**config.mk**
```make
export PLATFORM = sky130hd
export DESIGN_NAME = add_sub_pipe
export DESIGN_NICKNAME = d
export VERILOG_FILES = /design/src/rtl/add_sub_pkg.sv /design/src/rtl/add_sub_slice.sv /design/src/rtl/add_sub_pipe.sv
export SDC_FILE = /design/constraint.sdc
export NUM_CORES = 1
export LEC_CHECK = 0
export CORE_UTILIZATION = 55
export CTS_CLUSTER_SIZE = 20
export DETAILED_ROUTE_END_ITERATION = 10
export PLACE_DENSITY = 0.9
export SYNTH_ARGS = -nofsm -noshare
export SYNTH_HDL_FRONTEND = slang
export SYNTH_SLANG_ARGS = --single-unit
```
**constraint.sdc**
```tcl
create_clock -name CLK -period 5.4 [get_ports CLK]
set_clock_uncertainty 0.15 [all_clocks]
set_input_delay 0.81 -clock CLK [delete_from_list [all_inputs] [get_ports CLK]]
set_output_delay 0.81 -clock CLK [all_outputs]
set_load 0.01 [all_outputs]
```
**src/rtl/add_sub_pkg.sv**
```systemverilog
// ============================================================================
// Module  : add_sub_pkg
// Brief   : Shared helpers and constants for the pipelined add/subtract unit.
// Revision: 1.0 - initial release
// ============================================================================
`default_nettype none

package add_sub_pkg;

    // Subtract runs as A + ~B + ~borrow, so the slice-0 carry flips with SUB.
    localparam logic SUB_CARRY_INV = 1'b1;

    function automatic int calc_stages(input int width, input int seg);
        return (seg >= 1) ? (width / seg) : 1;
    endfunction

    function automatic bit params_ok(input int width, input int seg);
        return (seg >= 1) && (width >= seg) && ((width % seg) == 0);
    endfunction

endpackage

`default_nettype wire

```
**src/rtl/add_sub_slice.sv**
```systemverilog
// ============================================================================
// Module  : add_sub_slice
// Brief   : SEG-bit ripple carry-chain slice with registered sum and carry.
// Revision: 1.0 - initial release
// ============================================================================
`default_nettype none

module add_sub_slice #(
    parameter int SEG = 4
) (
    input  logic           clk_i,
    input  logic           rst_i,
    input  logic           ce_i,
    input  logic           sub_i,
    input  logic [SEG-1:0] a_i,
    input  logic [SEG-1:0] b_i,
    input  logic           cin_i,
    output logic [SEG-1:0] sum_o,
    output logic           cout_o
);

    logic [SEG-1:0] w_b;
    logic [SEG-1:0] w_p;
    logic [SEG-1:0] w_g;
    logic [SEG:0]   w_c;
    logic [SEG-1:0] sum_d;
    logic           cout_d;
    logic [SEG-1:0] sum_q;
    logic           cout_q;

    // Propagate/generate split mirrors a LUT feeding a dedicated carry mux.
    always_comb begin
        w_b    = b_i ^ {SEG{sub_i}};
        w_p    = a_i ^ w_b;
        w_g    = a_i;
        w_c    = '0;
        w_c[0] = cin_i;
        sum_d  = '0;
        for (int i = 0; i < SEG; i++) begin
            sum_d[i]  = w_p[i] ^ w_c[i];
            w_c[i+1]  = w_p[i] ? w_c[i] : w_g[i];
        end
        cout_d = w_c[SEG];
    end

    always_ff @(posedge clk_i or posedge rst_i) begin
        if (rst_i) begin
            sum_q  <= '0;
            cout_q <= 1'b0;
        end else if (ce_i) begin
            sum_q  <= sum_d;
            cout_q <= cout_d;
        end
    end

    assign sum_o  = sum_q;
    assign cout_o = cout_q;

endmodule

`default_nettype wire

```
**src/rtl/add_sub_pipe.sv**
```systemverilog
// ============================================================================
// Module  : add_sub_pipe
// Brief   : WIDTH-bit add/subtract split into SEG-bit carry slices with one
//           register stage per slice; operands skewed in, sums deskewed out.
//           Optional signed-overflow output V under ADD_SUB_PIPE_OVERFLOW_EN.
// Revision: 1.0 - initial release
// ============================================================================
`default_nettype none

module add_sub_pipe
    import add_sub_pkg::*;
#(
    parameter int WIDTH = 16,
    parameter int SEG   = 4
) (
    input  logic             CLK,
    input  logic             ASYNCRESET,
    input  logic             CE,
    input  logic             VALID_IN,
    input  logic             SUB,
    input  logic [WIDTH-1:0] I0,
    input  logic [WIDTH-1:0] I1,
    input  logic             CIN,
    output logic [WIDTH-1:0] O,
    output logic             COUT,
    output logic             VALID_OUT
`ifdef ADD_SUB_PIPE_OVERFLOW_EN
    ,
    output logic             V
`endif
);

    localparam int STAGES = calc_stages(WIDTH, SEG);

    if (!params_ok(WIDTH, SEG)) begin : g_bad_params
        $error("add_sub_pipe: WIDTH must be a non-zero multiple of SEG");
    end

    logic [SEG-1:0]    w_a_sl    [STAGES];
    logic [SEG-1:0]    w_b_sl    [STAGES];
    logic              w_sub_sl  [STAGES];
    logic              w_cin_sl  [STAGES];
    logic [SEG-1:0]    w_sum_sl  [STAGES];
    logic              w_cout_sl [STAGES];
    logic [STAGES-1:0] valid_q;
    logic [STAGES-1:0] valid_d;

    for (genvar k = 0; k < STAGES; k++) begin : g_slice
        if (k == 0) begin : g_head
            assign w_a_sl[k]   = I0[SEG-1:0];
            assign w_b_sl[k]   = I1[SEG-1:0];
            assign w_sub_sl[k] = SUB;
            assign w_cin_sl[k] = CIN ^ (SUB & SUB_CARRY_INV);
        end else begin : g_skew
            // Slice k sees its operands k cycles late, in step with the carry.
            logic [SEG-1:0] a_skew_q [k];
            logic [SEG-1:0] b_skew_q [k];
            logic [k-1:0]   sub_skew_q;

            always_ff @(posedge CLK or posedge ASYNCRESET) begin
                if (ASYNCRESET) begin
                    for (int i = 0; i < k; i++) begin
                        a_skew_q[i] <= '0;
                        b_skew_q[i] <= '0;
                    end
                    sub_skew_q <= '0;
                end else if (CE) begin
                    a_skew_q[0]   <= I0[k*SEG +: SEG];
                    b_skew_q[0]   <= I1[k*SEG +: SEG];
                    sub_skew_q[0] <= SUB;
                    for (int i = 1; i < k; i++) begin
                        a_skew_q[i]   <= a_skew_q[i-1];
                        b_skew_q[i]   <= b_skew_q[i-1];
                        sub_skew_q[i] <= sub_skew_q[i-1];
                    end
                end
            end

            assign w_a_sl[k]   = a_skew_q[k-1];
            assign w_b_sl[k]   = b_skew_q[k-1];
            assign w_sub_sl[k] = sub_skew_q[k-1];
            assign w_cin_sl[k] = w_cout_sl[k-1];
        end

        add_sub_slice #(
            .SEG (SEG)
        ) u_slice (
            .clk_i  (CLK),
            .rst_i  (ASYNCRESET),
            .ce_i   (CE),
            .sub_i  (w_sub_sl[k]),
            .a_i    (w_a_sl[k]),
            .b_i    (w_b_sl[k]),
            .cin_i  (w_cin_sl[k]),
            .sum_o  (w_sum_sl[k]),
            .cout_o (w_cout_sl[k])
        );

        if (k == STAGES - 1) begin : g_direct
            assign O[k*SEG +: SEG] = w_sum_sl[k];
        end else begin : g_deskew
            localparam int DLY = STAGES - 1 - k;
            logic [SEG-1:0] dly_q [DLY];

            always_ff @(posedge CLK or posedge ASYNCRESET) begin
                if (ASYNCRESET) begin
                    for (int i = 0; i < DLY; i++) begin
                        dly_q[i] <= '0;
                    end
                end else if (CE) begin
                    dly_q[0] <= w_sum_sl[k];
                    for (int i = 1; i < DLY; i++) begin
                        dly_q[i] <= dly_q[i-1];
                    end
                end
            end

            assign O[k*SEG +: SEG] = dly_q[DLY-1];
        end
    end

    always_comb begin
        valid_d    = '0;
        valid_d[0] = VALID_IN;
        for (int i = 1; i < STAGES; i++) begin
            valid_d[i] = valid_q[i-1];
        end
    end

    always_ff @(posedge CLK or posedge ASYNCRESET) begin
        if (ASYNCRESET) begin
            valid_q <= '0;
        end else if (CE) begin
            valid_q <= valid_d;
        end
    end

    assign VALID_OUT = valid_q[STAGES-1];
    assign COUT      = w_cout_sl[STAGES-1];

`ifdef ADD_SUB_PIPE_OVERFLOW_EN
    // Overflow when both effective operand signs agree but the result sign differs.
    logic sign_a_q;
    logic sign_b_q;

    always_ff @(posedge CLK or posedge ASYNCRESET) begin
        if (ASYNCRESET) begin
            sign_a_q <= 1'b0;
            sign_b_q <= 1'b0;
        end else if (CE) begin
            sign_a_q <= w_a_sl[STAGES-1][SEG-1];
            sign_b_q <= w_b_sl[STAGES-1][SEG-1] ^ w_sub_sl[STAGES-1];
        end
    end

    assign V = (sign_a_q == sign_b_q) && (O[WIDTH-1] != sign_a_q);
`endif

endmodule

`default_nettype wire

```
==> impl_metrics.ini <==
[worst_setup_path]
crit_type = input port to flip-flop
r2r-end = g_slice[2].u_slice.sum_o[3]
crit_end = g_slice[0].u_slice.sum_o[3]
worstRegToRegCells = 5
crit_buf_inv = 1
r2r_start = g_slice[3].g_skew.sub_skew_q[1]
r2r_setup_slack_ps = 3440
crit_path_end_kind = flip-flop
start_kind = input port
critPathSlowestCell = a2111oi_0
critPathLaunch = CIN
cp.required_ps = 5540
cpPeakStageDelay_ps = 610
cp_max_fo = 5
path_cells = clkdlybuf4s50_1 > maj3_1 > nor3b_1 > a311oi_2 > a2111oi_0 > nand3b_1
arrival_ps = 2780
critPathTopFamily = compound AO/OA/AOI/OAI gates
crit_cells = 6

[grt]
grt_max_degree = 66
grt_pass1_vias = 2921
grtUsageTotal_pct = 20.2
overflow = 0
grt_pass1_wl_um = 13800
antenna_found_initial = 0

[timing]
tightest_slew_ps = 739
relSlewSlack_pct = 50.8
period_minus_slack_ps = 2630
rsz0062_at_grt = no
fmax_ghz = 0.380
whs_ps = 340
slew_viol_final = 0
finalHoldViolations = 0
setup_violations = 0
fin_tns_setup_ps = 0
finalCritPeriodShare_pct = 48.8

[detailed_routing]
wirelength_um = 7800
drt_iter0_markers = 160
wl_per_cell_um = 14.8
ant_nets = 0
vias = 2848
dr.pass1.iters = 4
drc = 0
viasPerCell = 5.39

[worst_hold_path]
hp-class = flip-flop to flip-flop

[clocking]
clkTransAtPathRegs_ps = 100
clock-sinks = 99
clock_path_buffers = 2
cts-hold-fix-buffers = 0
clockRootBuffer = clkbuf_8
cts_max_level = 3
numCtsBuffers = 9
cts_setup_buffers = 0
clk_latency_ps = 360
cts_tree = yes
post_cts_resized = 0

[pwr]
ir_worst_vdd_mv = 0.194
p_leak_nw = 2.19
p_per_area_nw_per_um2 = 400

[synth]
synthCells = 379
yosys.area.top_type = dfrtp_1
yosysUniqueCellTypes = 50
avgSynthCellArea_um2 = 12.3
synth_edf_count = 0
synth-seq-area-share_pct = 53.0
synth_warnings = 0
synth_async_sr_flop_share_pct = 100
synth_flop_cell = dfrtp_1
syn_area_um2 = 4680
synthesis.nets = 417
synth_area_leaders = dfrtp_1 53%, mux2_2 19%, xnor2_1 4.5%
yosysTopAreaCellShare_pct = 53.0
ys_ff_latch = 99

[die]
core_um2 = 8220
ios = 56
rows = 33
die_area_um2 = 8880
die-height_um = 94.2
initial_core_util_pct = 56.9
die_w_um = 94.2

[run_status]
outcome = complete, no violations

[cells_and_area]
num_antenna_cells = 0
drive_gt1_share_pct = 25.5
nNetsFinal = 456
syn2layout_area_growth_pct = 15.6

[placed_design]
numPortBuffers = 55
hpwl_um = 5330
place_congestion = 0.775

[run]
drv_cap = 0
cell families after synthesis:
family                   count (synthesis)  synth area share, %
AO/OA/AOI/OAI                           54                 8.24
XOR/XNOR                                38                 7.28
adder cells (fa/ha/maj)                  8                 1.74
buffers and inverters                   37                 4.23
flip-flops                              99                 53.0
multiplexers                            79                 19.0
AND/OR/NAND/NOR                         64                 6.53
metrics by stage:
step	area (µm²)	total power [mW]	cells	setup slack [ps]	util (%)
global route	5410	2.31	528	2640	65.8
global placement	5210	1.66	512	2640	63.4
CTS	5410	2.19	528	2910	65.8
detailed placement	5210	1.70	512	2510	63.4
finish	5410	2.16	528	2770	65.8
floorplan	4680	1.50	379	1850	-
Yosys cell counts, types with 3 or more instances:
master,n
xor2_1,13
nand2_1,16
buf_2,5
nor3_1,5
o31ai_1,3
a31oi_1,5
nor2_1,21
dfrtp_1,99
inv_1,8
o21ai_0,6
maj3_1,7
xnor2_1,24
nor3b_1,3
a21oi_1,14
nand2b_1,4
clkbuf_1,11
a211oi_1,3
and2_1,3
mux2_2,79
buf_4,12
placed cells by master, fill, tap and decap left out, drive strengths merged, types with 4 or more instances in the layout:
cell,n
mux2,79
nand2b,4
nand2,16
nor2,21
a31oi,5
o21ai,7
clkbuf,11
nor3,5
xnor2,24
inv,9
xor2,14
dfrtp,99
a21oi,15
maj3,8
a211oi,4
clkdlybuf4s50,54
flip-flops by register name (all words and copies together), names as in the netlist:
signal and cells:
g_slice.g_skew.a_skew_q 24, g_slice.g_skew.b_skew_q 24, g_slice.g_deskew.dly_q 16, g_slice.u_slice.sum_o 16
O 8, g_slice.u_slice.cout_o 4, valid_q 4, g_slice.g_skew.sub_skew_q 3
where the power goes:
| group | internal (mW) | switching [mW] |
|---|---|---|
| logic | 0.373 | 0.257 |
| registers | 0.919 | 0.133 |
| clock network | 0.229 | 0.253 |
layer usage:
| layer | global-route usage (%) | vias up | wire, µm |
|---|---|---|---|
| met4 | 5.64 | 0 | 12 |
| met1 | 27.2 | 1385 | 3590 |
| met5 | 0 | - | 0 |
| met3 | 5.83 | 2 | 338 |
| li1 | - | 1406 | - |
| met2 | 31.7 | 55 | 3860 |
layout make-up:
cell class / instances / area (µm²)
Fill cell: 608 / 2810
Sequential cell: 99 / 2480
Multi-Input combinational cell: 243 / 2000
Timing Repair Buffer: 57 / 563
Clock buffer: 11 / 141
Tap cell: 105 / 131
Clock inverter: 5 / 60.1
Inverter: 8 / 32.5
worst min path at each step:
| stage | from | endpoint | depth (start not counted) |
|---|---|---|---|
| floorplan | g_slice[2].u_slice.sum_o[3] | g_slice[2].u_slice.sum_o[3] | 2 |
| detailed placement | g_slice[2].g_skew.b_skew_q[4] | g_slice[2].g_skew.b_skew_q[0] | 2 |
| global placement | g_slice[2].g_skew.b_skew_q[4] | g_slice[2].g_skew.b_skew_q[0] | 2 |
| CTS | g_slice[2].g_skew.b_skew_q[4] | g_slice[2].g_skew.b_skew_q[0] | 2 |
| global route | g_slice[1].g_deskew.dly_q[5] | O[5] | 1 |
| finish | g_slice[2].g_skew.b_skew_q[4] | g_slice[2].g_skew.b_skew_q[0] | 2 |
worst reg2reg max path, cell delays in order, from the launching register on:
cell      delay (ps)
dfrtp_1          530
xnor2_1          200
maj3_2           340
a211oi_2         300
nor3_1            90
o31ai_1          240
No activity file was read; power rests on OpenSTA's default activity.
